--- src/rtl/seq_adder_acc_pkg.sv ---
// Shared types and default sizes for the sequential adder/accumulator.
// Configuration macro: SEQ_ADDER_ACC_SAT_EN (saturating accumulate).
package seq_adder_acc_pkg;

  localparam int DEF_W     = 4;
  localparam int DEF_ACC_W = 8;
  localparam int DEF_CNT_W = 8;

  typedef enum logic [1:0] {
    IDLE  = 2'd0,
    ACCUM = 2'd1,
    DONE  = 2'd2
  } state_e;

  typedef enum logic {
    MODE_ADD = 1'b0,
    MODE_ACC = 1'b1
  } mode_e;

endpackage

--- src/rtl/acc_add_unit.sv ---
// Combinational y + (a + b) with overflow detect.
// Configuration macro: SEQ_ADDER_ACC_SAT_EN clamps instead of wrapping.
module acc_add_unit
  import seq_adder_acc_pkg::*;
#(
  parameter int W     = DEF_W,
  parameter int ACC_W = DEF_ACC_W
) (
  input  logic [ACC_W-1:0] y,
  input  logic [W-1:0]     a,
  input  logic [W-1:0]     b,
  output logic [ACC_W-1:0] sum,
  output logic             ovf
);

  logic [W:0]     ab;
  logic [ACC_W:0] full;

  always_comb begin
    ab   = {1'b0, a} + {1'b0, b};
    full = {1'b0, y} + {{(ACC_W-W){1'b0}}, ab};
    ovf  = full[ACC_W];
`ifdef SEQ_ADDER_ACC_SAT_EN
    sum  = ovf ? {ACC_W{1'b1}} : full[ACC_W-1:0];
`else
    sum  = full[ACC_W-1:0];
`endif
  end

endmodule

--- src/rtl/seq_adder_acc.sv ---
// Sequential single-add / multi-beat accumulator with valid/ready ends.
// Configuration macro: SEQ_ADDER_ACC_SAT_EN (saturating accumulate).
module seq_adder_acc
  import seq_adder_acc_pkg::*;
#(
  parameter int W     = DEF_W,
  parameter int ACC_W = DEF_ACC_W,
  parameter int CNT_W = DEF_CNT_W
) (
  input  logic             clk,
  input  logic             rst_n,
  input  logic             in_valid,
  output logic             in_ready,
  input  logic [W-1:0]     a,
  input  logic [W-1:0]     b,
  input  logic             mode,
  input  logic             last,
  output logic             out_valid,
  input  logic             out_ready,
  output logic [ACC_W-1:0] y,
  output logic [CNT_W-1:0] beats,
  output logic             ovf
);

  localparam logic [CNT_W-1:0] BEAT_ONE = CNT_W'(1);

  state_e           state;
  logic [ACC_W-1:0] base;
  logic [ACC_W-1:0] sum;
  logic             add_ovf;
  logic             accept;
  logic [CNT_W-1:0] beats_inc;

  // A new result starts from zero; only ACCUM folds in the held y.
  always_comb begin
    base      = (state == ACCUM) ? y : '0;
    accept    = in_valid && in_ready;
    beats_inc = (&beats) ? beats : beats + BEAT_ONE;
  end

  acc_add_unit #(
    .W     (W),
    .ACC_W (ACC_W)
  ) u_add (
    .y   (base),
    .a   (a),
    .b   (b),
    .sum (sum),
    .ovf (add_ovf)
  );

  always_ff @(posedge clk or negedge rst_n) begin
    if (!rst_n) begin
      state     <= IDLE;
      y         <= '0;
      beats     <= '0;
      ovf       <= 1'b0;
      in_ready  <= 1'b0;
      out_valid <= 1'b0;
    end else begin
      unique case (state)
        IDLE: begin
          in_ready <= 1'b1;
          if (accept) begin
            y     <= sum;
            beats <= BEAT_ONE;
            ovf   <= add_ovf;
            if (mode_e'(mode) == MODE_ADD || last) begin
              state     <= DONE;
              in_ready  <= 1'b0;
              out_valid <= 1'b1;
            end else begin
              state <= ACCUM;
            end
          end
        end
        ACCUM: begin
          if (accept) begin
            y     <= sum;
            beats <= beats_inc;
            ovf   <= ovf | add_ovf;
            if (last) begin
              state     <= DONE;
              in_ready  <= 1'b0;
              out_valid <= 1'b1;
            end
          end
        end
        DONE: begin
          if (out_ready) begin
            state     <= IDLE;
            in_ready  <= 1'b1;
            out_valid <= 1'b0;
          end
        end
        default: begin
          state     <= IDLE;
          in_ready  <= 1'b0;
          out_valid <= 1'b0;
        end
      endcase
    end
  end

endmodule

--- config.mk ---
export PLATFORM = sky130hd
export DESIGN_NAME = seq_adder_acc
export DESIGN_NICKNAME = d
export VERILOG_FILES = /design/src/rtl/seq_adder_acc_pkg.sv /design/src/rtl/acc_add_unit.sv /design/src/rtl/seq_adder_acc.sv
export SDC_FILE = /design/constraint.sdc
export NUM_CORES = 1
export LEC_CHECK = 0
export ABC_AREA = 0
export CAP_MARGIN = 5
export CELL_PAD_IN_SITES_DETAIL_PLACEMENT = 2
export CELL_PAD_IN_SITES_GLOBAL_PLACEMENT = 2
export CORE_MARGIN = 3
export CORE_UTILIZATION = 27
export CTS_BUF_LIST = sky130_fd_sc_hd__clkbuf_4
export CTS_CLUSTER_DIAMETER = 80
export CTS_CLUSTER_SIZE = 10
export DETAILED_ROUTE_END_ITERATION = 10
export PLACE_DENSITY_LB_ADDON = 0.15
export SLEW_MARGIN = 40
export SYNTH_ARGS = -nofsm -noshare
export SYNTH_HDL_FRONTEND = slang
export SYNTH_SLANG_ARGS = --single-unit
export TNS_END_PERCENT = 30
--- constraint.sdc ---
create_clock -name clk -period 2.8 [get_ports clk]
set_clock_uncertainty 0.15 [all_clocks]
set_input_delay 0.42 -clock clk [delete_from_list [all_inputs] [get_ports clk]]
set_output_delay 0.42 -clock clk [all_outputs]
set_load 0.02 [all_outputs]
# == Word-level counts from Yosys, hierarchy flattened ==
# Cells that the tools add are included.
# W data, S select, Z words.
# classes
bitwise,2
reduce_logical,12
n_eq_ne,8
n_mux,26
addsub,3
# op_table
cell,count
$mux W8,4
$pmux W8 S2,1
$mux W1,12
$ne A2 B2 Y1 const B,6
$mux W2,5
$add A8 B5 Y9,1
$add A8 B1 Y8 const B,1
$reduce_and A4 Y1,2
$reduce_and A8 Y1,1
$pmux W1 S3,2
$pmux W2 S3,1
$reduce_and A3 Y1,2
$add A4 B4 Y5,1
$reduce_and A5 Y1,1
$eq A2 B1 Y1 const B,1
$eq A2 B2 Y1 const B,1
$logic_not A2 Y1,1
$pmux W1 S2,1
$reduce_and A2 Y1,1
$reduce_bool A2 Y1,1
$reduce_or A2 Y1,1
$logic_and A1 B1 Y1,1
$logic_or A1 B1 Y1,1
$not A1 Y1,1
$or A1 B1 Y1,1
# totals
input_bits,14
register_bits,21

# == Longest topological paths before layout ==
# Gate-level depths: netlist of run 1.
# depth
word_depth,6
ltp_mapped,11

# == By module ==
# From an unflattened synthesis of run 1, not the netlist that was laid out.
# unflattened
cells_unflattened,140
hier_area_um2,1396.3
# modules_own_cells
mod,area_each_um2,seq_area_each_um2,n_inst,cells_per_inst
seq_adder_acc,1084.8,525.5,1,103
acc_add_unit,311.5,0.0,1,37

# == Least setup slack after synthesis of run 1 ==
# OpenSTA, ideal clock, no wires.
# synth_timing
path_type,flip-flop to flip-flop
startpoint,register state[0]
endpoint,register y[5]
synth_period_minus_slack_ns,2.875
t_arrival_ns,2.600
t_required_ns,2.525
slack_ns,-0.075
setup_time_ns,0.125
path_stages_with_launch,11
path_cell_list,dfrtp_1 buf_2 nor2b_1 and2_1 fa_1 ha_1 fa_1 a211oi_1 nor2_1 mux2i_1 a21oi_1
# synth_via
elab_chain_len,3
word_cells_on_any_way,6
cone_classes,1 x add/sub; 1 x eq/ne; 1 x mux; 3 x reduce/logical
# synth_rtl
item,line,text
start: declaration,seq_adder_acc.sv:27,state_e state;
start signal: assignment,seq_adder_acc.sv:54,state <= IDLE;
start signal: assignment,seq_adder_acc.sv:69,state <= DONE;
start signal: assignment,seq_adder_acc.sv:73,state <= ACCUM;
$eq A2 B1 Y1 or $logic_not A2 Y1 (tied branches),"seq_adder_acc.sv:36, seq_adder_acc.sv:61",
$mux W8 or $reduce_or A2 Y1 (tied branches),--,
$add A8 B5 Y9 or $reduce_and A2 Y1 (tied branches),--,
end signal: assignment,seq_adder_acc.sv:65,y <= sum;
end signal: assignment,seq_adder_acc.sv:79,y <= sum;
end: declaration,seq_adder_acc.sv:20,"output logic [ACC_W-1:0] y,"
# Parallel ways exist; a longest one is shown, timed or not.
# A chain may end at the register's enable or synchronous reset.

# == Worst setup path in the final report of run 1 ==
# layout_timing
startpoint,register state[1]
endpoint,register y[7]
# The elaborated chain is that of the path after synthesis.

==> run metrics, run 1 <==
status=finished clean; met1 Use GR=0.1788; I/O Buffers=32; # diodes=0; mean post-synth cell area=8.943 sq um; Crit-path slowest cell=dfrtp_1; VDD IR-drop max=0.0003311 V; Fillers=519; die area=5814 sq um; pwr dens=769.0 nW/um^2; Place WS=-262.3 ps; Critical Path Fanout Max=4; vias in the first global route=1446; Syn Inst Count=149; crit-path max cell delay=430 ps; Fmax=373.5 MHz; Max Cap Viol=0; Worst EP arrival=2790 ps; CP startpoint kind=flip-flop; slew margin rel.=0.7335; Clk Tree Root Cell=clkbuf_4; number of synthesized flops with an enable pin=0; Final min period=2678 ps; Worst Tran Pin Value=399.8 ps; WL per Instance=16.22 microns; largest net degree at the start of global routing=22; worst hold path type=input port to async pin; IO Pins=33; antenna violations before repair=0; number of buffers created by CTS=3; Worst-path clk slew=140 ps; DR vias/cell=5.039; Initial Util=0.2919; mux cell area share after synthesis=0.02347; CTS tree=built; H-Tree Depth=1; Post-CTS Setup Inserts=0; register area share after synthesis=0.3944; Worst-Skew Late Latency=320 ps; Async SR Flop Fraction=1.000; Synth-to-Final Area Change=37.84%; post-synth cell types=42; post-synthesis compound-gate area fraction=0.1840; Post-DRT Antenna Nets=0; global-route wire length before repair=7224 microns; top-count cell post-synth=nand2_1; Worst setup EP type=flip-flop; Initial DRT Pass Iterations=4; # DRC=0; WS Path Type=flip-flop to flip-flop; leakage power=0.7681 nW; M2 GR Usage=0.2768; Initial DRC Count=37; post-synth top area cell=dfrtp_1; area share of the largest cell type after synthesis=0.3944; XOR/XNOR share of the synthesized area=0.01315; CP bufs+invs=0; largest family of logic cells by synthesized area=simple AND/OR/NAND/NOR gates; Largest delay share family, worst path=adder cells; top post-synthesis cells by area=dfrtp_1, fa_1, nand2_1; GRT overflow=0; Synth Cell Area=1333 sq um; Post-synth top cells=nand2_1, dfrtp_1, nor2_1, o21ai_0, inv_1; final hold violations=0; routed via count=1280; GP Congestion=0.7487; Final HPWL DP=3221 microns; #FFs+latches synth=21; GR peak layer=met2; Synth Area in Adders=0.1221; DRT Wirelength=4120 microns; cell chain of the critical path=nor2b_4 > and2_1 > fa_1 > ha_1 > fa_2 > a211oi_2 > o21ai_0 > o41ai_1 > a22o_1; period utilization=0.9563; worst-case clock buffer depth=2; synthesis warning total=0; fin worst setup slack=122.3 ps; area occupied by multi-input gates=765.7 sq um; Global Route Usage Sum=0.1506; Worst Path Required=2910 ps; GR met3 Demand/Resource=0.02482; post-synthesis simple-gate area fraction=0.2066; Final setup viols=0; register area=525.5 sq um; clk sink count=21; Die X=76.25 microns; Post-DP Area=1778 sq um; Floorplan Core Area=4564 sq um; die height=76.25 microns; post-route design area=1837 sq um; Slew Viols, Final=0; num rows=24; share of cells above drive strength 1=0.1217; Net Count, Synth=173; final layout net count=214; Synth Flop Type=dfrtp_1
-- where the power goes --
group	internal (mW)	leakage, nW	total [mW]	switching (mW)
Combinational	0.357	0.477	0.787	0.430
Clock	0.0535	0.0177	0.160	0.106
Sequential	0.384	0.273	0.466	0.0819
-- per-stage QoR --
stage,hold slack (ps),setup TNS (ps),power [mW],std cells,utilization
3_5_place_dp,325.2,-745.8,1.246,250,0.3895
4_1_cts,287.1,0,1.425,254,0.3978
3_3_place_gp,313.3,-519.7,1.203,250,0.3895
2_1_floorplan,-25.59,0,0.9096,149,-
6_report,283.2,0,1.412,254,0.4024
5_1_grt,294.1,-29.32,1.546,254,0.4024
-- metal layers --
layer	wire, microns	share of wire
met3	137	0.033
met2	2125	0.52
met4	43	0.010
met5	0	0
met1	1813	0.44
-- final timing paths --
check                      depth (start not counted)         to  slack, ps      start
setup / recovery                                   9       y[7]        120   state[1]
hold / removal                                     2   beats[6]        280      rst_n
setup reg to reg                                   9       y[7]        120   state[1]
hold reg to reg                                    2  out_valid        350  out_valid
max in group asynchronous                          2  out_valid       1980      rst_n
min in group clk                                   2  out_valid        350  out_valid
-- sequential cells by signal, indices dropped and copies added, names as in the netlist --
signal	count
beats	8
y	8
out_valid	1
in_ready	1
ovf	1
state	2
-- cells in the final DEF, fill, tap and decap left out, types with 2 or more instances in the layout --
cell	netlist	layout
a211oi_2	0	2
a21oi_1	7	7
a311oi_1	2	2
a31oi_1	2	2
and2_1	3	3
buf_4	1	11
clkbuf_4	0	3
clkdlybuf4s50_1	0	32
dfrtp_1	21	21
fa_1	5	4
ha_1	5	5
inv_1	9	9
mux2i_1	2	2
nand2_1	24	24
nand2b_1	2	2
nand3_1	5	5
nand4_1	2	2
nor2_1	13	12
nor2b_1	3	2
nor3_1	2	2
o211ai_1	2	2
o21ai_0	11	11
o31ai_1	2	2
-- cells by family (layout without fill, tap and decap cells) --
group                    count (synthesis)  in the layout
AND/OR/NAND/NOR                         59             59
AO/OA/AOI/OAI                           38             38
flip-flops                              21             21
buffers and inverters                   16             56
adder cells (fa/ha/maj)                 10             10
multiplexers                             3              3
XOR/XNOR                                 2              2
-- final cells by class --
| cell class | instances | share of cell area |
|---|---|---|
| multi-input combinational | 112 | 0.4169 |
| inverter | 9 | 0.01839 |
| clock buffer | 3 | 0.01226 |
| timing repair buffer | 43 | 0.2193 |
| tap | 65 | 0.04428 |
| clock inverter | 1 | 0.002725 |
| sequential | 21 | 0.2861 |
-- what timing repair did --
item | in CTS | in global routing
setup endpoints to repair | 2 | 5
pin swaps | 0 | 2
hold endpoints to repair | 0 | 0
hold buffers | 0 | 0
resized for setup | 2 | 5
Note: power is estimated with default switching activity, not from simulation.
==> run 2: changes to the inputs <==
- MAX_ROUTING_LAYER: unset -> met4
==> run metrics, run 2 (same netlist as run 1, synthesis figures left out) <==
status=finished clean (unchanged); most frequent cells in the layout=clkdlybuf4s50_1, nand2_1, dfrtp_1 (unchanged); final layout net count=214 (unchanged); Worst Path Required=2910 ps (about the same); Worst setup EP type=flip-flop (unchanged); DR vias/cell=5.035 (was 5.039); hold_buf cts=0 (unchanged); IO Pins=33 (unchanged); period utilization=0.9549 (was 0.9563); Slew Viols, Final=0 (unchanged); share of cells above drive strength 1=0.1217 (unchanged); Fmax=374.0 MHz (was 373.5 MHz); Initial DRT Pass Iterations=4 (unchanged); Worst Tran Pin Value=398.8 ps (was 399.8 ps); antenna violations before repair=0 (unchanged); global-route wire length before repair=7210 microns (was 7224 microns); Die X=76.25 microns (unchanged); Final Total Pwr=1.412 mW (about the same); WL per Instance=16.19 microns (was 16.22 microns); Fillers=519 (unchanged); Placed Cells=250 (unchanged); # diodes=0 (unchanged); Worst-path clk slew=140 ps (about the same); routed via count=1279 (was 1280); leakage power=0.7681 nW (unchanged); CP startpoint kind=flip-flop (unchanged); worst hold path type=input port to async pin (unchanged); worst-case clock buffer depth=2 (unchanged); Final min period=2674 ps (was 2678 ps); pwr dens=768.7 nW/um^2 (was 769.0 nW/um^2); vias in the first global route=1446 (unchanged); Worst-Skew Late Latency=320 ps (about the same); Non-Filler Instances=254 (unchanged); CTS tree=built (unchanged); commonest non-fill, non-tap cell in the layout=clkdlybuf4s50_1 (unchanged); Worst EP arrival=2780 ps (was 2790 ps); # DRC=0 (unchanged); clk sink count=21 (unchanged); Post-CTS Setup Inserts=0 (unchanged); H-Tree Depth=1 (unchanged); die height=76.25 microns (unchanged); largest net degree at the start of global routing=22 (unchanged); WS Path Type=flip-flop to flip-flop (unchanged); die area=5814 sq um (unchanged); Final setup viols=0 (unchanged); VDD IR-drop max=0.0003325 V (was 0.0003311 V); number of buffers created by CTS=3 (unchanged); FF-to-FF path depth=9 (unchanged); Synth-to-Final Area Change=37.84% (unchanged); GRT overflow=0 (unchanged); Initial Util=0.2919 (unchanged); largest registers=beats x8, y x8, state x2 (unchanged); DRT Wirelength=4111 microns (was 4120 microns); Initial DRC Count=38 (was 37); I/O Buffers=32 (unchanged); Post-DRT Antenna Nets=0 (unchanged); Floorplan Core Area=4564 sq um (unchanged); final hold violations=0 (unchanged); slew margin rel.=0.7341 (was 0.7335); Post-Route Utilization=0.4024 (unchanged); hold slack=283.2 ps (about the same); Max Cap Viol=0 (unchanged); GP Congestion=0.7582 (was 0.7487); Final HPWL DP=3221 microns (unchanged); Critical Path Fanout Max=4 (unchanged); Global Route Usage Sum=0.1546 (was 0.1506); R2R setup slack=130 ps (was 120 ps); num rows=24 (unchanged); Clk Tree Root Cell=clkbuf_4 (unchanged)
[run 2: cell counts in the layout (fill, tap and decap cells not counted)]
No cell type changed its count.
[run 2: cell type report]
| type | instances | area, sq um | area share |
|---|---|---|---|
| Sequential cell | 21 | 525.5 | 0.2861 |
| Clock buffer | 3 | 22.52 | 0.01226 |
| Clock inverter | 1 | 5.005 | 0.002725 |
| Timing Repair Buffer | 43 | 402.9 | 0.2193 |
| Multi-Input combinational cell | 112 | 765.7 | 0.4169 |
| Tap cell | 65 | 81.33 | 0.04428 |
| Inverter | 9 | 33.78 | 0.01839 |
[run 2: what timing repair did]
action                                 4_1_cts  5_1_grt
setup endpoints to repair                    2        5
resized for setup                            2        5
endpoints found under the hold margin        0        0
pin swaps                                    0        2
[run 2: per-layer routing]
metal	share of wire	vias to the layer above	track usage
li1	-	600	-
met3	0.030	4	0.02364
met5	0	-	-
met2	0.52	23	0.2768
met1	0.44	652	0.1788
met4	0.010	0	0.04348
[run 2: power breakdown]
part / internal (mW) / switching (mW)
sequential: 0.384 / 0.0817
clock: 0.0535 / 0.106
combinational: 0.357 / 0.430
total: 0.794 / 0.617
[run 2: stage by stage]
stage                     cell area (sq um)  setup TNS (ps)  worst slack [ps]
after floorplan                        1335               0             1.289
after global placement                 1778          -519.7            -176.6
after detailed placement               1778          -745.8            -262.3
after CTS                              1815               0             18.67
after global routing                   1837          -29.32            -16.92
final                                  1837               0             126.2
[run 2: path summary, 6_finish.rpt]
| check | from | to |
|---|---|---|
| worst max-delay path | state[1] | y[7] |
| worst min-delay path | rst_n | beats[6] |
| worst max register to register | state[1] | y[7] |
| worst min register to register | out_valid | out_valid |
| max in group asynchronous | rst_n | out_valid |
| min in group clk | out_valid | out_valid |
[run 2: critical path, stage by stage (launching register included)]
cell	delay, ps
dfrtp_1	430
nor2b_4	170
and2_1	160
fa_1	420
ha_1	250
fa_2	360
a211oi_2	290
o21ai_0	140
o41ai_1	80
a22o_1	170
